$ cat config.mk
export PLATFORM = sky130hd
export DESIGN_NAME = montador_de_programa_flat
export DESIGN_NICKNAME = d
export VERILOG_FILES = /design/src/rtl/nrisc_pkg.sv /design/src/rtl/montador_de_programa_if.sv /design/src/rtl/codificador_de_instrucao.sv /design/src/rtl/montador_de_programa.sv /design/src/flat_wrapper.sv
export SDC_FILE = /design/constraint.sdc
export NUM_CORES = 1
export LEC_CHECK = 0
export BUFFER_PORTS_ARGS = -buffer_cell sky130_fd_sc_hd__buf_2
export CORE_MARGIN = 8
export CORE_UTILIZATION = 30
export DETAILED_ROUTE_END_ITERATION = 12
export GPL_TIMING_DRIVEN = 0
export PLACE_DENSITY = 0.51
export SLEW_MARGIN = 40
export SYNTH_ARGS = -nofsm -noshare
export SYNTH_HDL_FRONTEND = slang
export SYNTH_SLANG_ARGS = --single-unit
$ cat constraint.sdc
create_clock -name clock -period 1.7 [get_ports clock]
set_input_delay 0.51 -clock clock [delete_from_list [all_inputs] [get_ports clock]]
set_output_delay 0.51 -clock clock [all_outputs]
set_load 0.005 [all_outputs]
$ cat src/rtl/nrisc_pkg.sv
// Shared nRisc encoding constants, field layouts and control types for the program loader.
package nrisc_pkg;

    localparam int unsigned OP_W        = 3;
    localparam int unsigned REG_W       = 2;
    localparam int unsigned IMM_W       = 8;
    localparam int unsigned WORD_W      = 8;
    localparam int unsigned IMM_W_MEM   = 3;
    localparam int unsigned IMM_W_ARIT  = 4;
    localparam int unsigned IMM_W_SALTO = 5;

    typedef logic [OP_W-1:0] opcode_t;

    localparam opcode_t OP_STORE = 3'b000;
    localparam opcode_t OP_LA    = 3'b001;
    localparam opcode_t OP_LOAD  = 3'b010;
    localparam opcode_t OP_R0    = 3'b011;
    localparam opcode_t OP_ADDI  = 3'b100;
    localparam opcode_t OP_BEQ   = 3'b101;
    localparam opcode_t OP_J     = 3'b110;
    localparam opcode_t OP_R1    = 3'b111;

    typedef enum logic [1:0] {
        ERR_NENHUM = 2'b00,
        ERR_FAIXA  = 2'b01,
        ERR_CHEIO  = 2'b10
    } erro_t;

    typedef enum logic [2:0] {
        OCIOSO,
        CODIFICA,
        ESCREVE,
        CONCLUIDO,
        CHEIO
    } estado_t;

    typedef struct packed {
        opcode_t            opcode;
        logic [REG_W-1:0]   reg_a;
        logic [REG_W-1:0]   reg_b;
        logic               funct;
        logic [IMM_W-1:0]   imm;
        logic               last;
    } campos_t;

endpackage

$ cat src/rtl/montador_de_programa_if.sv
// Field-bundle valid/ready channel from the boot loader into the program assembler.
interface montador_de_programa_if;
    import nrisc_pkg::*;

    logic             in_valid;
    logic             in_ready;
    opcode_t          in_opcode;
    logic [REG_W-1:0] in_reg_a;
    logic [REG_W-1:0] in_reg_b;
    logic             in_funct;
    logic [IMM_W-1:0] in_imm;
    logic             in_last;

    modport master (
        output in_valid, in_opcode, in_reg_a, in_reg_b, in_funct, in_imm, in_last,
        input  in_ready
    );

    modport slave (
        input  in_valid, in_opcode, in_reg_a, in_reg_b, in_funct, in_imm, in_last,
        output in_ready
    );

endinterface

$ cat src/rtl/codificador_de_instrucao.sv
// Packs decoded nRisc fields into an 8-bit word and flags immediates that do not fit.
module codificador_de_instrucao
    import nrisc_pkg::*;
(
    input  opcode_t           opcode,
    input  logic [REG_W-1:0]  reg_a,
    input  logic [REG_W-1:0]  reg_b,
    input  logic              funct,
    input  logic [IMM_W-1:0]  imm,
    output logic [WORD_W-1:0] word,
    output logic              fora_de_faixa
);

    always_comb begin
        word          = '0;
        fora_de_faixa = 1'b0;
        case (opcode)
            OP_STORE, OP_LOAD: begin
                word          = {opcode, reg_a, imm[IMM_W_MEM-1:0]};
                fora_de_faixa = |imm[IMM_W-1:IMM_W_MEM];
            end
            OP_LA, OP_ADDI: begin
                // Only one register bit fits, so r2/r3 are unreachable here.
                word          = {opcode, reg_a[0], imm[IMM_W_ARIT-1:0]};
                fora_de_faixa = (|imm[IMM_W-1:IMM_W_ARIT]) | reg_a[1];
            end
            OP_BEQ, OP_J: begin
                word          = {opcode, imm[IMM_W_SALTO-1:0]};
                fora_de_faixa = |imm[IMM_W-1:IMM_W_SALTO];
            end
            default: begin
                word          = {opcode, reg_a, reg_b, funct};
                fora_de_faixa = 1'b0;
            end
        endcase
    end

endmodule

$ cat src/rtl/montador_de_programa.sv
// Accepts field bundles, encodes them and writes the words sequentially into instruction memory.
module montador_de_programa
    import nrisc_pkg::*;
#(
    parameter int unsigned ADDR_W = 5,
    parameter int unsigned DEPTH  = 32
) (
    input  logic                clock,
    input  logic                reset,
    montador_de_programa_if.slave in_if,
    output logic                mem_we,
    output logic [ADDR_W-1:0]   mem_addr,
    output logic [WORD_W-1:0]   mem_data,
    output logic [ADDR_W:0]     count,
    output logic                done,
    output logic                erro,
    output logic [1:0]          erro_codigo
);

    localparam logic [ADDR_W:0] DEPTH_C = (ADDR_W+1)'(DEPTH);

    estado_t             estado_q, estado_d;
    campos_t             cap_q, cap_d;
    logic                in_ready_q, in_ready_d;
    logic                mem_we_q, mem_we_d;
    logic [ADDR_W-1:0]   mem_addr_q, mem_addr_d;
    logic [WORD_W-1:0]   mem_data_q, mem_data_d;
    logic [ADDR_W:0]     count_q, count_d;
    logic                done_q, done_d;
    logic                erro_q, erro_d;
    erro_t               erro_cod_q, erro_cod_d;

    logic [WORD_W-1:0]   enc_word;
    logic                enc_err;

    codificador_de_instrucao u_codificador (
        .opcode        (cap_q.opcode),
        .reg_a         (cap_q.reg_a),
        .reg_b         (cap_q.reg_b),
        .funct         (cap_q.funct),
        .imm           (cap_q.imm),
        .word          (enc_word),
        .fora_de_faixa (enc_err)
    );

    // State and registered outputs.
    always_ff @(posedge clock) begin
        if (reset) begin
            estado_q   <= OCIOSO;
            cap_q      <= '0;
            in_ready_q <= 1'b1;
            mem_we_q   <= 1'b0;
            mem_addr_q <= '0;
            mem_data_q <= '0;
            count_q    <= '0;
            done_q     <= 1'b0;
            erro_q     <= 1'b0;
            erro_cod_q <= ERR_NENHUM;
        end else begin
            estado_q   <= estado_d;
            cap_q      <= cap_d;
            in_ready_q <= in_ready_d;
            mem_we_q   <= mem_we_d;
            mem_addr_q <= mem_addr_d;
            mem_data_q <= mem_data_d;
            count_q    <= count_d;
            done_q     <= done_d;
            erro_q     <= erro_d;
            erro_cod_q <= erro_cod_d;
        end
    end

    // Next state; the write strobe is the only value that does not hold by default.
    always_comb begin
        estado_d   = estado_q;
        cap_d      = cap_q;
        in_ready_d = in_ready_q;
        mem_we_d   = 1'b0;
        mem_addr_d = mem_addr_q;
        mem_data_d = mem_data_q;
        count_d    = count_q;
        done_d     = done_q;
        erro_d     = erro_q;
        erro_cod_d = erro_cod_q;

        case (estado_q)
            OCIOSO: begin
                if (in_if.in_valid && in_ready_q) begin
                    cap_d = '{opcode: in_if.in_opcode,
                              reg_a:  in_if.in_reg_a,
                              reg_b:  in_if.in_reg_b,
                              funct:  in_if.in_funct,
                              imm:    in_if.in_imm,
                              last:   in_if.in_last};
                    estado_d   = CODIFICA;
                    in_ready_d = 1'b0;
                end
            end
            CODIFICA: begin
                if (enc_err) begin
                    erro_d     = 1'b1;
                    erro_cod_d = ERR_FAIXA;
                    estado_d   = OCIOSO;
                    in_ready_d = 1'b1;
                end else begin
                    mem_data_d = enc_word;
                    mem_we_d   = 1'b1;
                    estado_d   = ESCREVE;
                end
            end
            ESCREVE: begin
                count_d = count_q + (ADDR_W+1)'(1);
                // Address saturates on the last slot so it can never wrap.
                if (count_d != DEPTH_C) begin
                    mem_addr_d = mem_addr_q + ADDR_W'(1);
                end
                if (cap_q.last) begin
                    estado_d = CONCLUIDO;
                    done_d   = 1'b1;
                end else if (count_d == DEPTH_C) begin
                    estado_d   = CHEIO;
                    erro_d     = 1'b1;
                    erro_cod_d = ERR_CHEIO;
                end else begin
                    estado_d   = OCIOSO;
                    in_ready_d = 1'b1;
                end
            end
            CONCLUIDO, CHEIO: begin
                estado_d = estado_q;
            end
            default: begin
                estado_d = OCIOSO;
            end
        endcase
    end

    assign in_if.in_ready = in_ready_q;
    assign mem_we         = mem_we_q;
    assign mem_addr       = mem_addr_q;
    assign mem_data       = mem_data_q;
    assign count          = count_q;
    assign done           = done_q;
    assign erro           = erro_q;
    assign erro_codigo    = erro_cod_q;

endmodule

$ cat src/flat_wrapper.sv
// flat-port wrapper written by rule: the top's interface ports become plain ports
module montador_de_programa_flat import nrisc_pkg::*;
#(
    parameter int unsigned ADDR_W = 5,
    parameter int unsigned DEPTH  = 32
)
  (clock, reset, mem_we, mem_addr, mem_data, count, done, erro, erro_codigo, in_if_in_valid, in_if_in_opcode, in_if_in_reg_a, in_if_in_reg_b, in_if_in_funct, in_if_in_imm, in_if_in_last, in_if_in_ready);
  montador_de_programa_if in_if_i ();
  input  logic clock;
  input  logic reset;
  output logic mem_we;
  output logic [ADDR_W-1:0] mem_addr;
  output logic [WORD_W-1:0] mem_data;
  output logic [ADDR_W:0] count;
  output logic done;
  output logic erro;
  output logic [1:0] erro_codigo;
  input wire logic [$bits(in_if_i.in_valid)-1:0] in_if_in_valid;
  input wire logic [$bits(in_if_i.in_opcode)-1:0] in_if_in_opcode;
  input wire logic [$bits(in_if_i.in_reg_a)-1:0] in_if_in_reg_a;
  input wire logic [$bits(in_if_i.in_reg_b)-1:0] in_if_in_reg_b;
  input wire logic [$bits(in_if_i.in_funct)-1:0] in_if_in_funct;
  input wire logic [$bits(in_if_i.in_imm)-1:0] in_if_in_imm;
  input wire logic [$bits(in_if_i.in_last)-1:0] in_if_in_last;
  output wire logic [$bits(in_if_i.in_ready)-1:0] in_if_in_ready;
  assign in_if_i.in_valid = in_if_in_valid;
  assign in_if_i.in_opcode = in_if_in_opcode;
  assign in_if_i.in_reg_a = in_if_in_reg_a;
  assign in_if_i.in_reg_b = in_if_in_reg_b;
  assign in_if_i.in_funct = in_if_in_funct;
  assign in_if_i.in_imm = in_if_in_imm;
  assign in_if_i.in_last = in_if_in_last;
  assign in_if_in_ready = in_if_i.in_ready;
  montador_de_programa #(.ADDR_W(ADDR_W), .DEPTH(DEPTH)) u_core (.clock(clock), .reset(reset), .in_if(in_if_i), .mem_we(mem_we), .mem_addr(mem_addr), .mem_data(mem_data), .count(count), .done(done), .erro(erro), .erro_codigo(erro_codigo));
endmodule
---- After elaboration in Yosys (flattened, before gate mapping) ----
Index checks and enable logic that the tools add are counted.
W data, S select, Z words.
operators by class
  $add $sub $neg .......................... 2
  equal/unequal tests ..................... 16
  multiplexer cells ....................... 20
  bitwise operators ....................... 4
  reduce and logical (&&, ||, !) cells .... 20
operator list
  cell                   number
  $pmux W5 S3            1
  $eq A3 B3 Y1 const B   4
  $pmux W3 S4            1
  $reduce_and A2 Y1      5
  $reduce_or A2 Y1       5
  $eq A3 B2 Y1 const B   3
  $mux W3                3
  $mux W2                4
  $mux W1                7
  $add A6 B1 Y6 const B  1
  $eq A3 B1 Y1 const B   2
  $eq A6 B6 Y1 const B   1
  $logic_not A3 Y1       2
  $ne A2 B1 Y1 const B   3
  $ne A6 B6 Y1 const B   1
  $pmux W1 S3            2
  $add A5 B1 Y5 const B  1
  $reduce_and A5 Y1      1
  $reduce_or A5 Y1       1
  $ne A2 B2 Y1 const B   2
  $pmux W2 S2            1
  $reduce_and A4 Y1      1
  $reduce_or A4 Y1       1
  $not A1 Y1             3
  6 further kinds        6
word-level totals
  bits in registers ....................... 45
  bits of input ports ..................... 20
  output and inout port bits .............. 25
  logic and storage cells ................. 77

---- Depth between registers and ports, before layout ----
Gate-level depths: netlist of the first run.
  word-level depth ........................ 5
  depth in mapped cells ................... 7

---- Modules after synthesis ----
From an unflattened synthesis of the first run, not the netlist that was laid out.
second synthesis, totals
  cell total of the unflattened synthesis .. 245
  area, all modules ....................... 2075.7 um^2
modules (own cells, without submodules)
  module                    instances  cells each  area an instance (um^2)  seq. area each (um^2)
  montador_de_programa      1          220         1885.6                   900.9
  codificador_de_instrucao  1          25          190.2                    0.0

---- Worst setup path after synthesis of the first run ----
No wires, ideal clock.
  path kind ............................... register to register
  start ................................... reg u_core.count_q[0], in the netlist u_core.count[0]
  end ..................................... reg u_core.mem_addr_q[4], in the netlist u_core.mem_addr[4]
  arrival ................................. 1.607 ns
  setup slack ............................. -0.031 ns
  cell stages (with the launch flop) ...... 7
  path buffers ............................ 0
  period minus slack after synthesis ...... 1.731 ns
  cells stage by stage .................... dfxtp_1 > ha_1 > nor3_1 > a31o_4 > a31oi_4 > nand4_1 > mux2_1
on the way
  cells in the longest elaborated chain, start to end .. 3
RTL lines
  item                                line                         text
  start, declared                     montador_de_programa.sv:28   logic [ADDR_W:0] count_q, count_d;
  start signal, assigned              montador_de_programa.sv:66   count_q <= count_d;
  $add A6 B1 Y6                       montador_de_programa.sv:112  count_d = count_q + (ADDR_W+1)'(1);
  $ne A6 B6 Y1                        montador_de_programa.sv:114  if (count_d != DEPTH_C) begin
  $reduce_and A2 Y1 (no source line)  --
  end signal, assigned                montador_de_programa.sv:64   mem_addr_q <= mem_addr_d;
  end, declared                       montador_de_programa.sv:26   logic [ADDR_W-1:0] mem_addr_q, mem_addr_d;
No other way between the ends.
A chain may end at the register's enable or synchronous reset.

---- Worst setup path after layout of the first run ----
  start ................................... reg u_core.count_q[4], in the netlist u_core.count[4]
  end ..................................... reg u_core.mem_addr_q[4], in the netlist u_core.mem_addr[4]
Same word-level chain as after synthesis.

==> results of run 1 <==
## registers in the layout, indices dropped and copies added (netlist names)
| name | count |
|---|---|
| u_core.in_if.in_ready | 1 |
| u_core.mem_we | 1 |
| u_core.mem_addr | 5 |
| u_core.done | 1 |
| u_core.mem_data | 8 |
| u_core.estado_q | 3 |
| u_core.erro | 1 |
| u_core.count | 6 |
| u_core.cap_q | 17 |
| u_core.erro_codigo | 2 |
## report_power, final
part           internal, W  switching (W)  leakage (nW)
registers          0.00112      0.0000566         0.369
logic             0.000195       0.000234         0.660
clock network     0.000330       0.000372        0.0512
total              0.00164       0.000663          1.08
## placed cells by master (no fill, tap or decap), drive strengths merged, types with 2 or more instances in the layout
cell type and count:
o31a 2, o21ai 7, a311oi 5, o31ai 2, a31oi 2, ha 3, clkinv 2, nor3 5
nand3 7, mux2i 7, inv 3, and2 2, clkbuf 15, nand3b 2, nor3b 3, nand2 40
buf 54, nand2b 6, xor2 3, a21oi 33, nand4 4, xnor2 7, nor2 15, dfxtp 45
or3 2
## repair_timing
| action | in CTS | in global routing |
|---|---|---|
| pin swaps | 1 | 4 |
| endpoints found under the setup margin | 29 | 29 |
| buffers inserted | 2 | 4 |
| resized for setup | 11 | 24 |
| gates cloned | 0 | 0 |
## worst max-delay path, stage by stage, from the launching register on
cell,delay [ps]
dfxtp_1,320
clkbuf_4,160
xnor2_1,140
a31o_4,260
a31oi_4,190
nand4_1,130
mux2_1,320
## synthesized netlist by cell type (2+ instances only)
cell | n | area [µm²]
a21oi_1 | 33 | 165
a311oi_1 | 5 | 43.8
buf_2 | 5 | 25.0
clkbuf_1 | 9 | 33.8
dfxtp_1 | 45 | 901
ha_1 | 3 | 37.5
inv_1 | 3 | 11.3
mux2i_1 | 7 | 70.1
nand2_1 | 40 | 150
nand2b_1 | 6 | 37.5
nand3_1 | 7 | 35.0
nand3b_1 | 2 | 15.0
nand4_1 | 4 | 25.0
nor2_1 | 15 | 56.3
nor3_1 | 5 | 25.0
nor3b_1 | 2 | 15.0
o21ai_0 | 7 | 35.0
o31a_1 | 2 | 17.5
o31ai_1 | 2 | 15.0
or3_1 | 2 | 12.5
xnor2_1 | 7 | 61.3
xor2_1 | 3 | 26.3
## stage by stage
step	TNS, ps	instances	hold slack [ps]	power [W]
4_1_cts	0	371	429	0.00229
6_report	0	374	430	0.00230
3_5_place_dp	-7640	362	450	0.00157
2_1_floorplan	0	239	436	0.00144
5_1_grt	-28.9	374	429	0.00244
3_3_place_gp	-7150	362	445	0.00157
## per-layer routing
metal / up-vias / routed length (µm) / track usage / part of all wire
li1: 950 / - / - / -
met1: 840 / 2770 / 0.153 / 0.53
met2: 33 / 2270 / 0.159 / 0.43
met3: 4 / 159 / 0.0247 / 0.030
met4: 0 / 63 / 0.0390 / 0.012
met5: - / 0 / 0 / 0
## kinds of logic (layout without fill, tap and decap cells)
kind of cell	Yosys count	in the layout	share of synthesized area
adders and majority gates	3	3	0.0184
DFF	45	45	0.441
AOI/OAI and AO/OA	64	64	0.209
xor gates and xnor gates	10	10	0.0429
buffers and inverters	19	74	0.0405
and+or+nand+nor	90	90	0.208
muxes	8	8	0.0399
## layout make-up
cell class | count | share of cell area
well taps | 80 | 0.0385
flip-flops and latches | 45 | 0.350
inverters | 3 | 0.00434
clock buffers | 6 | 0.0318
plain buffers | 14 | 0.0328
repair buffers | 49 | 0.100
multi-input cells | 175 | 0.437
clock inverters | 2 | 0.00530
## path summary, 6_finish.rpt
kind / startpoint / cells past startpoint / end
hold / removal: in_if_in_imm[1] / 3 / u_core.cap_q[2]
setup reg to reg: u_core.count[4] / 6 / u_core.mem_addr[4]
hold reg to reg: u_core.cap_q[1] / 2 / u_core.cap_q[1]
setup / recovery: u_core.count[4] / 6 / u_core.mem_addr[4]
==> results.ini, run 1 <==
[detailed_routing]
drtIter0Drc=95
detail_route.drc_violations=0
wirelength_um=5260
vias_per_cell=4.89
ant_nets=0
drt_pass1_iterations=4
wl_per_cell_um=14.1
routed-via-count=1827

[cts]
clkTransAtPathRegs_ps=90
clock_sink_count=45
number_of_cts_inserted_buffers=5
cts_hold_buf=0
root_buffer=clkbuf_8
clock_insertion_delay_at_the_later_pin_of_the_skew_report_ps=300
cts-root-to-sink-buffers=2
cts_tree=yes
ctsHtreeMaxLevel=2

[sta]
max_clock_freq_ghz=0.617
setup_viol=0
maxSlewHeadroom=0.669
maxSlewViolCount=0
pin_slew_with_the_least_headroom_to_its_limit_ps=496
post-route-min-period_ps=1620
skew_ps=11.9
hold_violations=0
post_route_clock_period_utilization=0.954
rsz0062_at_grt=yes
setup_ws_ps=78.9

[placement]
globalplace.congestion=0.732
dp_hpwl_um=3790
place_area_um2=2360
port_buffers=43
pre_cts_ws_ps=-526

[synth]
synth.cell_area_um2=2040
ys_types=47
syn_nets=262
main_flop_type_after_synthesis=dfxtp_1
synth_enable_flop_cells=0
yosys_register_bits=45
synthCells=239
synthesis.yosys.warnings=0
synth.yosys.seq_area_share=0.441
asyncSetResetFlopFracSynth=0
average_cell_area_after_synthesis_um2=8.54

[power_and_ir_drop]
cellLeakagePower_nw=1.08
vdd_ir_drop_max_mv=0.362
power.density_cell_area_nw_per_um2=887

[final_layout]
final_cell_area_um2=2600
fillCellCount=725
multi_input_gate_area_um2=1130
layout-area-overhead-vs-synth_pct=27.3
layout.nets=316
layout.area.seq_um2=910
final_util=0.389
share_of_post_route_cells_with_drive_strength_above_1=0.299
n_antenna_cell=0

[critical_path]
worst_setup_path_end_kind=flip-flop
reg2reg_setup_slack_ps=80
cp-start-kind=flip-flop
critPathKind=flip-flop to flip-flop
arrival_time_reported_for_the_critical_path_endpoint_ps=1810
worstPathRequired_ps=1890
worst-path-max-fanout=5

[floorplan]
core_um2=6680
die_h_um=98.5
initial_core_util=0.305
die-width_um=98.5
design.portCount=45
row_count=30
die_area_um2=9700

[global_route]
first_global_vias=1710
gr-usage-all-layers=0.109
grt_max_degree=15
grt_antenna_before_repair=0
grt_overflow=0
wire_length_of_the_first_global_routing_pass_um=8680

[hold_path]
hold_path_class=input port to flip-flop

[flow_run]
maxCapViolations=0

[status]
outcome=completed

Note: power is estimated with default switching activity, not from simulation.
==> inputs of run 2 (changes only) <==
--- a/config.mk
+++ b/config.mk
@@ -11,6 +11,7 @@
 export DETAILED_ROUTE_END_ITERATION = 12
 export GPL_TIMING_DRIVEN = 0
 export PLACE_DENSITY = 0.51
+export REMOVE_ABC_BUFFERS = 1
 export SLEW_MARGIN = 40
 export SYNTH_ARGS = -nofsm -noshare
 export SYNTH_HDL_FRONTEND = slang
==> results.ini, run 2 (synthesis gave the netlist of run 1 again) <==
[power_and_ir_drop]
power.density_cell_area_nw_per_um2=974
cellLeakagePower_nw=1.07
total_power_w=0.00254
vdd_ir_drop_max_mv=0.321

[cts]
clock_insertion_delay_at_the_later_pin_of_the_skew_report_ps=300
cts-root-to-sink-buffers=2
clock_sink_count=45
root_buffer=clkbuf_8
ctsHtreeMaxLevel=2
cts_hold_buf=0
cts_tree=yes
number_of_cts_inserted_buffers=5
clkTransAtPathRegs_ps=90

[sta]
post-route-min-period_ps=1640
maxSlewHeadroom=0.722
post_route_clock_period_utilization=0.964
max_clock_freq_ghz=0.610
pin_slew_with_the_least_headroom_to_its_limit_ps=417
maxSlewViolCount=0
skew_ps=9.27
setup_viol=0
rsz0062_at_grt=yes
finalHoldWorstSlack_ps=436
hold_violations=0
setup_total_negative_slack_ps=0

[placement]
globalplace.congestion=0.735
dp_hpwl_um=3370
port_buffers=44
placedCellCount=348

[final_layout]
multi_input_gate_area_um2=1110
top_register=u_core.cap_q
n_antenna_cell=0
layout.cells.non_filler=365
most-common-layout-cells=buf_2 (44), nand2_1 (39), dfxtp_1 (35)
fillCellCount=724
mostFrequentLayoutCell=buf_2
share_of_post_route_cells_with_drive_strength_above_1=0.302
number_of_flip_flops_in_the_largest_register=17
layout.nets=307
layout.area.seq_um2=923
layout-area-overhead-vs-synth_pct=28.0

[detailed_routing]
routed-via-count=1755
drt_pass1_iterations=4
detail_route.drc_violations=0
drtIter0Drc=57
ant_nets=0
wl_per_cell_um=13.3
wirelength_um=4850
vias_per_cell=4.81

[critical_path]
worst-path-max-fanout=6
worst_path_max_delay_cell=dfxtp_4
worst_setup_path_end_kind=flip-flop
cp-start-kind=flip-flop
arrival_time_reported_for_the_critical_path_endpoint_ps=1820
critPathKind=flip-flop to flip-flop
critical_path.max_stage_delay_ps=400
timing.critical_path.cells=ha_4 > nor3_1 > a31o_4 > a31oi_4 > nand4_1 > mux2_1
worstPathRequired_ps=1880

[global_route]
grt_max_degree=45
first_global_vias=1709
grt_antenna_before_repair=0
wire_length_of_the_first_global_routing_pass_um=8150
gr-usage-all-layers=0.101
grt_overflow=0

[floorplan]
die_h_um=98.5
die-width_um=98.5
design.portCount=45
core_um2=6680
initial_core_util=0.305
die_area_um2=9700
row_count=30

[hold_path]
hold_path_class=input port to flip-flop

[flow_run]
maxCapViolations=0

[status]
outcome=completed

## run 2: cell count changes in the layout (fill, tap and decap cells not counted), moves of 2 or more
cell,previous run,this run
clkbuf_4,3,0
nand2b_4,2,0
dfxtp_2,4,6
bufinv_16,0,2
clkbuf_1,5,0
dfxtp_1,40,35
dfxtp_4,1,4
## run 2: repair_timing
| action | CTS | global route |
|---|---|---|
| endpoints found under the setup margin | 35 | 17 |
| pin swaps | 1 | 2 |
| setup buffers | 6 | 2 |
| gates resized for setup | 12 | 13 |
## run 2: worst paths after layout
kind | start | end | slack [ps] | depth (start not counted)
setup / recovery | u_core.count[0] | u_core.mem_addr[4] | 60 | 6
hold / removal | in_if_in_imm[4] | u_core.cap_q[5] | 440 | 3
setup reg to reg | u_core.count[0] | u_core.mem_addr[4] | 60 | 6
hold reg to reg | u_core.cap_q[2] | u_core.cap_q[2] | 460 | 2
## run 2: worst max-delay path: cells and delay by family, from the launching register on
| family | cells | cell delay, ps |
|---|---|---|
| AOI/OAI and AO/OA | 2 | 450 |
| adders and majority gates | 1 | 160 |
| DFF | 1 | 400 |
| and+or+nand+nor | 2 | 190 |
| muxes | 1 | 320 |
## run 2: layer usage
layer  vias to the layer above  GRT usage  part of all wire
li1                        924          -                 -
met1                       805      0.120              0.46
met2                        21      0.168              0.48
met3                         5     0.0296             0.040
met4                         0     0.0390             0.015
met5                         -          0                 0
## run 2: final cells by class
type | count | area share
sequential | 45 | 0.354
inverter | 3 | 0.00431
timing repair buffer | 54 | 0.126
multi-input combinational | 175 | 0.427
clock buffer | 5 | 0.0264
tap | 80 | 0.0383
clock inverter | 3 | 0.0249
## run 2: power by group
part	internal [W]	leakage, nW	switching [W]
clock	0.000584	0.0681	0.000367
combinational	0.000199	0.627	0.000213
sequential	0.00111	0.372	0.0000663
total	0.00190	1.07	0.000646
## run 2: metrics by stage
step	setup slack, ps	cell area [µm²]	util
2_1_floorplan	-358	1970	-
3_3_place_gp	-962	2290	0.343
3_5_place_dp	-316	2300	0.345
4_1_cts	4.44	2520	0.378
5_1_grt	-5.77	2610	0.391
6_report	61.3	2610	0.391
